### src/rtl/pipeline_pkg.sv
// Shared pipeline types: scoreboard slot entry, bubble constant and forwarding selects.
// Used by the hazard scoreboard and the forwarding unit.
package pipeline_pkg;

  localparam int REG_ADDR_W_DEFAULT = 4;

  typedef struct packed {
    logic [REG_ADDR_W_DEFAULT-1:0] dest;
    logic                          wb_en;
    logic                          mem_r_en;
  } sb_entry_t;

  localparam sb_entry_t SB_BUBBLE = '{dest: '0, wb_en: 1'b0, mem_r_en: 1'b0};

  typedef enum logic [1:0] {
    FWD_REG = 2'b00,
    FWD_MEM = 2'b01,
    FWD_WB  = 2'b10
  } fwd_sel_e;

endpackage

### src/rtl/sb_match.sv
// Source-vs-slot comparator: hit when a used source names a slot that writes back.
// Purely combinational, no backpressure.
module sb_match
  import pipeline_pkg::*;
(
  input  logic [REG_ADDR_W_DEFAULT-1:0] src,
  input  logic                          src_used,
  input  sb_entry_t                     entry,
  output logic                          hit
);

  assign hit = src_used && entry.wb_en && (entry.dest == src);

endmodule

### src/rtl/hazard_scoreboard.sv
// Tracks EXE/MEM/WB destinations and raises a zero-latency stall on uncoverable RAW hazards.
// Slots advance each edge unless freeze holds them; optional stall_count under HAZARD_STALL_COUNT_EN.
module hazard_scoreboard
  import pipeline_pkg::*;
#(
  parameter int REG_ADDR_W = REG_ADDR_W_DEFAULT
) (
  input  logic                  clk,
  input  logic                  rst,
  input  logic                  id_valid,
  input  logic [REG_ADDR_W-1:0] id_src1,
  input  logic [REG_ADDR_W-1:0] id_src2,
  input  logic                  id_two_src,
  input  logic [REG_ADDR_W-1:0] id_dest,
  input  logic                  id_wb_en,
  input  logic                  id_mem_r_en,
  input  logic                  forwarding_mode,
  input  logic                  freeze,
  input  logic                  flush,
  output logic                  hazard_stall,
  output logic [REG_ADDR_W-1:0] exe_dest,
  output logic [REG_ADDR_W-1:0] mem_dest,
  output logic [REG_ADDR_W-1:0] wb_dest,
  output logic                  exe_wb_en,
  output logic                  mem_wb_en,
  output logic                  wb_wb_en,
  output logic                  exe_mem_r_en
`ifdef HAZARD_STALL_COUNT_EN
  ,
  output logic [31:0]           stall_count
`endif
);

  sb_entry_t exe_q, mem_q, wb_q;
  sb_entry_t id_entry;
  logic      hit1_exe, hit2_exe, hit1_mem, hit2_mem;
  logic      stall_raw;
  logic      unused_bits;

  assign id_entry = '{dest: id_dest, wb_en: id_wb_en, mem_r_en: id_mem_r_en};

  sb_match u_m1_exe (.src(id_src1), .src_used(1'b1),       .entry(exe_q), .hit(hit1_exe));
  sb_match u_m2_exe (.src(id_src2), .src_used(id_two_src), .entry(exe_q), .hit(hit2_exe));
  sb_match u_m1_mem (.src(id_src1), .src_used(1'b1),       .entry(mem_q), .hit(hit1_mem));
  sb_match u_m2_mem (.src(id_src2), .src_used(id_two_src), .entry(mem_q), .hit(hit2_mem));

  // WB never stalls: the register file writes on the falling edge, ahead of ID's read.
  always_comb begin
    stall_raw = 1'b0;
    if (id_valid) begin
      if (forwarding_mode)
        stall_raw = (hit1_exe || hit2_exe) && exe_q.mem_r_en;
      else
        stall_raw = hit1_exe || hit2_exe || hit1_mem || hit2_mem;
    end
  end

  assign hazard_stall = stall_raw && !rst;

  always_ff @(posedge clk) begin
    if (rst) begin
      exe_q <= SB_BUBBLE;
      mem_q <= SB_BUBBLE;
      wb_q  <= SB_BUBBLE;
    end else if (!freeze) begin
      wb_q  <= mem_q;
      mem_q <= exe_q;
      exe_q <= (flush || hazard_stall || !id_valid) ? SB_BUBBLE : id_entry;
    end
  end

  assign exe_dest     = exe_q.dest;
  assign mem_dest     = mem_q.dest;
  assign wb_dest      = wb_q.dest;
  assign exe_wb_en    = exe_q.wb_en;
  assign mem_wb_en    = mem_q.wb_en;
  assign wb_wb_en     = wb_q.wb_en;
  assign exe_mem_r_en = exe_q.mem_r_en;
  assign unused_bits  = wb_q.mem_r_en;

`ifdef HAZARD_STALL_COUNT_EN
  logic [31:0] stall_cnt_q;

  // Frozen cycles are not counted: the bubble is only injected when the pipe moves.
  always_ff @(posedge clk) begin
    if (rst)
      stall_cnt_q <= '0;
    else if (hazard_stall && !freeze && (stall_cnt_q != 32'hFFFF_FFFF))
      stall_cnt_q <= stall_cnt_q + 32'd1;
  end

  assign stall_count = stall_cnt_q;
`endif

endmodule
### config.mk
export PLATFORM = sky130hd
export DESIGN_NAME = hazard_scoreboard
export DESIGN_NICKNAME = d
export VERILOG_FILES = /design/src/rtl/pipeline_pkg.sv /design/src/rtl/sb_match.sv /design/src/rtl/hazard_scoreboard.sv
export SDC_FILE = /design/constraint.sdc
export NUM_CORES = 1
export LEC_CHECK = 0
export ABC_AREA = 0
export CORE_AREA = 2 2 55 44
export CTS_BUF_LIST = sky130_fd_sc_hd__clkbuf_4 sky130_fd_sc_hd__clkbuf_8 sky130_fd_sc_hd__clkbuf_16
export DETAILED_ROUTE_END_ITERATION = 6
export DIE_AREA = 0 0 57 46
export PLACE_DENSITY_LB_ADDON = 0.15
export SYNTH_ARGS = -nofsm -noshare
export SYNTH_HDL_FRONTEND = slang
export SYNTH_SLANG_ARGS = --single-unit
export TNS_END_PERCENT = 1
### constraint.sdc
create_clock -name clk -period 1.8 [get_ports clk]
set_input_delay 0.36 -clock clk [delete_from_list [all_inputs] [get_ports clk]]
set_output_delay 0.36 -clock clk [all_outputs]
set_load 0.02 [all_outputs]
==> results.md, run 1 <==
* Outcome: complete, but fails checks
* Failing checks: setup timing
* CTS tree: yes
* Initial core utilization at 0.361
* Final hold vios at 0
* Critical Path AT at 1520 ps
* Final net count at 151
* Worst min path class: reg2reg
* Initial antenna violation count at 0
* Syn_nets at 96
* Worst setup SP type: flop
* Post-synthesis mux area share at 0.129
* Synth Area in XOR/XNOR at 0.181
* Most frequent cells in the layout: clkdlybuf4s50_1 (20), buf_4 (16), nor2_1 (11)
* Dpl hpwl at 1610 um
* Multi-input logic area at 513 um^2
* Synth Area in Adders at 0
* Die H at 46 um
* Setup ws final at -81.2 ps
* #FFs+latches synth at 16
* # clock sinks at 16
* Row cnt at 15
* H-tree depth at 1
* Placed inst area at 1270 um^2
* Type of the worst setup path: reg2out
* Syn-to-layout area delta at 79.1%
* Die area at 2620 um^2
* Setup Viol. Count Final at 1
* Vias in the first global route at 731
* Synthesized area at 773 um^2
* CP endpoint kind: primary output
* CTS Root Cell: clkbuf_4
* Yosys warnings at 0
* DP Cell Count at 149
* Complex-gate fraction of the synthesized area at 0.121
* Crit-path max FO at 3
* Cells after Synth at 75
* Worst-case clock buffer depth at 2
* Clock slew at reported path FFs at 80 ps
* Post-route antenna net violation count at 0
* Worst Max-Slew Pin Slew at 699 ps
* Commonest non-fill, non-tap cell in the layout: clkdlybuf4s50_1
* Relative slew slack at 0.530
* Chip Width at 57 um
* Min Tclk post-route at 1880 ps
* Share of cells above drive strength 1 at 0.297
* Sequential share of the synthesized area at 0.414
* Power Total at 0.000680 W
* DRC errors left at 0
* Routed WL per cell at 13.4 um
* Peak VDD IR at 389 uV
* First-pass GRT wire length at 3240 um
* MaxCap Viol Count at 0
* Via count at 755
* Worst skew pair latency at 280 ps
* Fin crit share at 1.05
* Drt pass-1 iters at 4
* CP required at 1440 ps
* Avg Cell Area, Syn at 10.3 um^2
* RePlAce Congestion at 0.845
* Gr ovfl total at 0
* RSZ-0062 raised after global routing: yes
* IO Count at 38
* Pin count of the biggest net entering global routing at 12
* Simple-Gate Fraction of Synth Area at 0.138
* Achievable frequency at 0.532 GHz
* Max-slew violations at 0
* Total CTS buffers at 3
* Library cells used by synthesis at 20
* PwrDens at 491 nW/um^2
* FF+latch area at 337 um^2
* Post-route cell area at 1390 um^2
* GRT Util Overall at 0.172
* Leak Pwr at 0.641 nW
* Clk_skew at 3.44 ps
* Core ar. at 2140 um^2
* Via density at 4.93
* Final cell count without fillers at 153
* Fillcell total at 189
* Diodes inserted at 0
* Drt first-iter violations at 3
* Final wirelength at 2050 um
* Largest family of logic cells by synthesized area: XOR/XNOR gates
* # port buffers at 37
==> registers in the layout, summed over array words and instances, names as in the netlist <==
register / cells
wb_dest: 4
mem_dest: 4
exe_wb_en: 1
wb_wb_en: 1
exe_mem_r_en: 1
mem_wb_en: 1
exe_dest: 4
==> kinds of logic after synthesis <==
family                    count (synthesis)
xor gates and xnor gates                 16
DFF                                      16
and+or+nand+nor                          21
muxes                                    10
AOI/OAI and AO/OA                         9
buffers and inverters                     3
==> final timing paths <==
path | slack, ps | end | from | depth (start not counted)
max | -80 | hazard_stall | mem_dest[2]$_SDFFE_PP0N_ | 6
max reg2reg | 310 | exe_dest[2]$_SDFFE_PP0N_ | exe_dest[3]$_SDFFE_PP0N_ | 7
min | 510 | wb_dest[2]$_SDFFE_PP0N_ | wb_dest[2]$_SDFFE_PP0N_ | 2
min reg2reg | 510 | wb_dest[2]$_SDFFE_PP0N_ | wb_dest[2]$_SDFFE_PP0N_ | 2
==> through the flow <==
step                       util  hold slack (ps)  worst slack, ps  TNS (ps)
after global routing      0.647              538             -201      -201
final                     0.647              509            -81.2     -81.2
after detailed placement  0.594              487             -756     -2030
after global placement    0.594              473             -718     -1730
after CTS                 0.618              507            -78.1     -78.1
after floorplan               -              515             36.1         0
==> Yosys cell counts (all sizes together) <==
cell	count	area (um^2)
dfxtp	16	320
xnor2	10	87.6
buf	1	5.00
o21ai	1	5.00
nand2b	1	6.26
nor3	3	20.0
mux2i	10	100
o22ai	1	20.0
nor2b	1	6.26
xor2	6	52.6
and4	1	8.76
o2111ai	1	8.76
nor2	11	41.3
nor4	1	6.26
inv	1	3.75
a32o	6	60.1
clkbuf	1	3.75
nand4	2	12.5
nand3	1	5.00
==> timing repair <==
item / 4_1_cts / 5_1_grt
hold buffers: 0 / 0
pin swaps: 10 / 10
buffers inserted: 0 / 1
endpoints found under the hold margin: 0 / 0
endpoints found under the setup margin: 2 / 4
gates resized for setup: 32 / 13
cloned: 0 / 0
==> metal layers <==
layer,up-vias,GRT usage,share of wire
li1,379,-,-
met1,344,0.197,0.44
met2,25,0.271,0.46
met3,7,0.0710,0.068
met4,0,0.107,0.028
met5,-,0,0
==> report_power, final <==
group	switching (W)	leakage (nW)	internal, W
sequential	0.00000651	0.134	0.000356
clock	0.000106	0.0138	0.0000777
combinational	0.0000576	0.494	0.0000771
==> worst max-delay path: stages (launching register included) <==
cell and delay [ps]:
dfxtp_2 360, xor2_1 190, nor3_1 80, and4_1 160, nor3_2 230, nor2_1 70, buf_4 160
==> layout make-up <==
cell class	count	share of cell area
Tap cell	25	0.0226
Inverter	1	0.00271
Clock buffer	3	0.0163
Sequential cell	16	0.243
Multi-Input combinational cell	56	0.370
Timing Repair Buffer	52	0.345
(Power assumes the default switching activity.)
==> run 2, diff against run 1 <==
Settings changed: CORE_AREA 2 2 55 44 to 3 3 56 45, DIE_AREA 0 0 57 46 to 0 0 59 48, SLEW_MARGIN from default to 30.
==> results.md, run 2 (synthesized netlist as in run 1, its figures left out) <==
* First-pass GRT wire length at 3380 um (was 3240 um)
* IO Count at 38 (unchanged)
* Core ar. at 2000 um^2 (was 2140 um^2)
* Routed WL per cell at 14.0 um (was 13.4 um)
* Placed inst area at 1280 um^2 (was 1270 um^2)
* Failing checks: setup timing (unchanged)
* Total CTS buffers at 3 (unchanged)
* Post-Place Worst Slack at -760 ps (was -756 ps)
* Via count at 754 (was 755)
* Clock slew at reported path FFs at 90 ps (was 80 ps)
* CP endpoint kind: primary output (unchanged)
* Worst skew pair latency at 290 ps (was 280 ps)
* # clock sinks at 16 (unchanged)
* Worst Max-Slew Pin Slew at 702 ps (was 699 ps)
* CP required at 1440 ps (about the same)
* Gr ovfl total at 0 (unchanged)
* Final net count at 153 (was 151)
* PwrDens at 516 nW/um^2 (was 491 nW/um^2)
* Vias in the first global route at 754 (was 731)
* Via density at 4.86 (was 4.93)
* Syn-to-layout area delta at 85.8% (was 79.1%)
* Worst min path class: reg2reg (unchanged)
* Min Tclk post-route at 1900 ps (was 1880 ps)
* RSZ-0062 raised after global routing: yes (unchanged)
* Clk_skew at 5.98 ps (was 3.44 ps)
* Row cnt at 14 (was 15)
* CTS tree: yes (unchanged)
* Diodes inserted at 0 (unchanged)
* Max-slew violations at 0 (unchanged)
* Chip Width at 59 um (was 57 um)
* MaxCap Viol Count at 0 (unchanged)
* Drt first-iter violations at 11 (was 3)
* Pin count of the biggest net entering global routing at 12 (unchanged)
* Final hold vios at 0 (unchanged)
* Fin crit share at 1.06 (was 1.05)
* DRC errors left at 0 (unchanged)
* Post-route antenna net violation count at 0 (unchanged)
* Drt pass-1 iters at 4 (unchanged)
* Peak VDD IR at 442 uV (was 389 uV)
* Worst setup SP type: input pin (was flop)
* Crit-path max cell delay at 280 ps (was 360 ps)
* Final wirelength at 2170 um (was 2050 um)
* Achievable frequency at 0.525 GHz (was 0.532 GHz)
* GRT Util Overall at 0.164 (was 0.172)
* Worst-case clock buffer depth at 2 (unchanged)
* Setup Viol. Count Final at 1 (unchanged)
* Relative slew slack at 0.529 (was 0.530)
* Initial core utilization at 0.387 (was 0.361)
* Sum Neg Setup Slack at -103 ps (was -81.2 ps)
* Most frequent cells in the layout: clkdlybuf4s50_1 (20), buf_4 (18), dlygate4sd2_1 (12) (was clkdlybuf4s50_1 (20), buf_4 (16), nor2_1 (11))
* Die area at 2830 um^2 (was 2620 um^2)
* Die H at 48 um (was 46 um)
* Dpl hpwl at 1630 um (was 1610 um)
* Outcome: complete, but fails checks (unchanged)
* CP max stage cell: dlygate4sd2_1 (was dfxtp_2)
* RePlAce Congestion at 0.852 (was 0.845)
* Leak Pwr at 0.644 nW (was 0.641 nW)
* Initial antenna violation count at 0 (unchanged)
* Commonest non-fill, non-tap cell in the layout: clkdlybuf4s50_1 (unchanged)
* Setup ws final at -103 ps (was -81.2 ps)
* Critical Path AT at 1540 ps (was 1520 ps)
* H-tree depth at 1 (unchanged)
* Crit-path max FO at 2 (was 3)
* Post-route cell area at 1440 um^2 (was 1390 um^2)
* # port buffers at 37 (unchanged)
* Critical Path, Cell by Cell: dlygate4sd2_1 > xnor2_2 > nand4_1 > o22ai_4 > nor3_4 > nor2_1 > buf_4 (was xor2_1 > nor3_1 > and4_1 > nor3_2 > nor2_1 > buf_4)
* Type of the worst setup path: in2out (was reg2out)
* Share of cells above drive strength 1 at 0.328 (was 0.297)
* CTS Root Cell: clkbuf_4 (unchanged)
* Final hold slack at 509 ps (about the same)
-- run 2: cell count changes in the layout (fill, tap and decap cells not counted), sizes merged --
cell,delta
dlymetal6s2s,-2
clkbuf,+1
dlygate4sd2,+2
buf,+2
-- run 2: repair_timing --
action,CTS,global route
buffers inserted,1,0
resized for setup,34,16
setup endpoints to repair,6,5
hold buffers,0,0
pin swaps,7,9
-- run 2: worst paths after layout --
path                                  from  slack (ps)  depth (start not counted)                      end
hold / removal     wb_dest[3]$_SDFFE_PP0N_         510                          2  wb_dest[3]$_SDFFE_PP0N_
hold reg to reg    wb_dest[3]$_SDFFE_PP0N_         510                          2  wb_dest[3]$_SDFFE_PP0N_
setup reg to reg  exe_dest[3]$_SDFFE_PP0N_         180                          7   exe_wb_en$_SDFFE_PP0N_
setup / recovery                id_src1[0]        -100                          7             hazard_stall
-- run 2: layout make-up --
class / instances / area (um^2)
fill: 161 / 561
timing repair buffer: 54 / 485
tap: 24 / 30.0
multi-input combinational: 56 / 543
sequential: 16 / 338
inverter: 1 / 3.75
clock buffer: 4 / 36.3
-- run 2: power breakdown --
group | leakage (nW) | internal (W) | switching [W]
clock | 0.0210 | 0.000123 | 0.000116
sequential | 0.133 | 0.000355 | 0.00000729
combinational | 0.490 | 0.0000794 | 0.0000602
total | 0.644 | 0.000557 | 0.000184
-- run 2: layer usage --
layer  wire length [um]  up-vias  track usage
li1                   -      386            -
met1                997      343        0.206
met2               1010       25        0.275
met4                  0        0       0.0407
met3                163        0       0.0566
met5                  0        -            0
-- run 2: worst max-delay path: cells and delay by family --
family                 cells  cell delay [ps]
buffers and inverters      2              430
XOR/XNOR                   1              180
AND/OR/NAND/NOR            3              350
AO/OA/AOI/OAI              1              230
-- run 2: through the flow --
stage / utilization / total power (W) / cells
6_report: 0.719 / 0.000741 / 155
5_1_grt: 0.719 / 0.000774 / 155
4_1_cts: 0.684 / 0.000742 / 155
3_5_place_dp: 0.643 / 0.000505 / 150
3_3_place_gp: 0.643 / 0.000504 / 150
2_1_floorplan: - / 0.000424 / 75
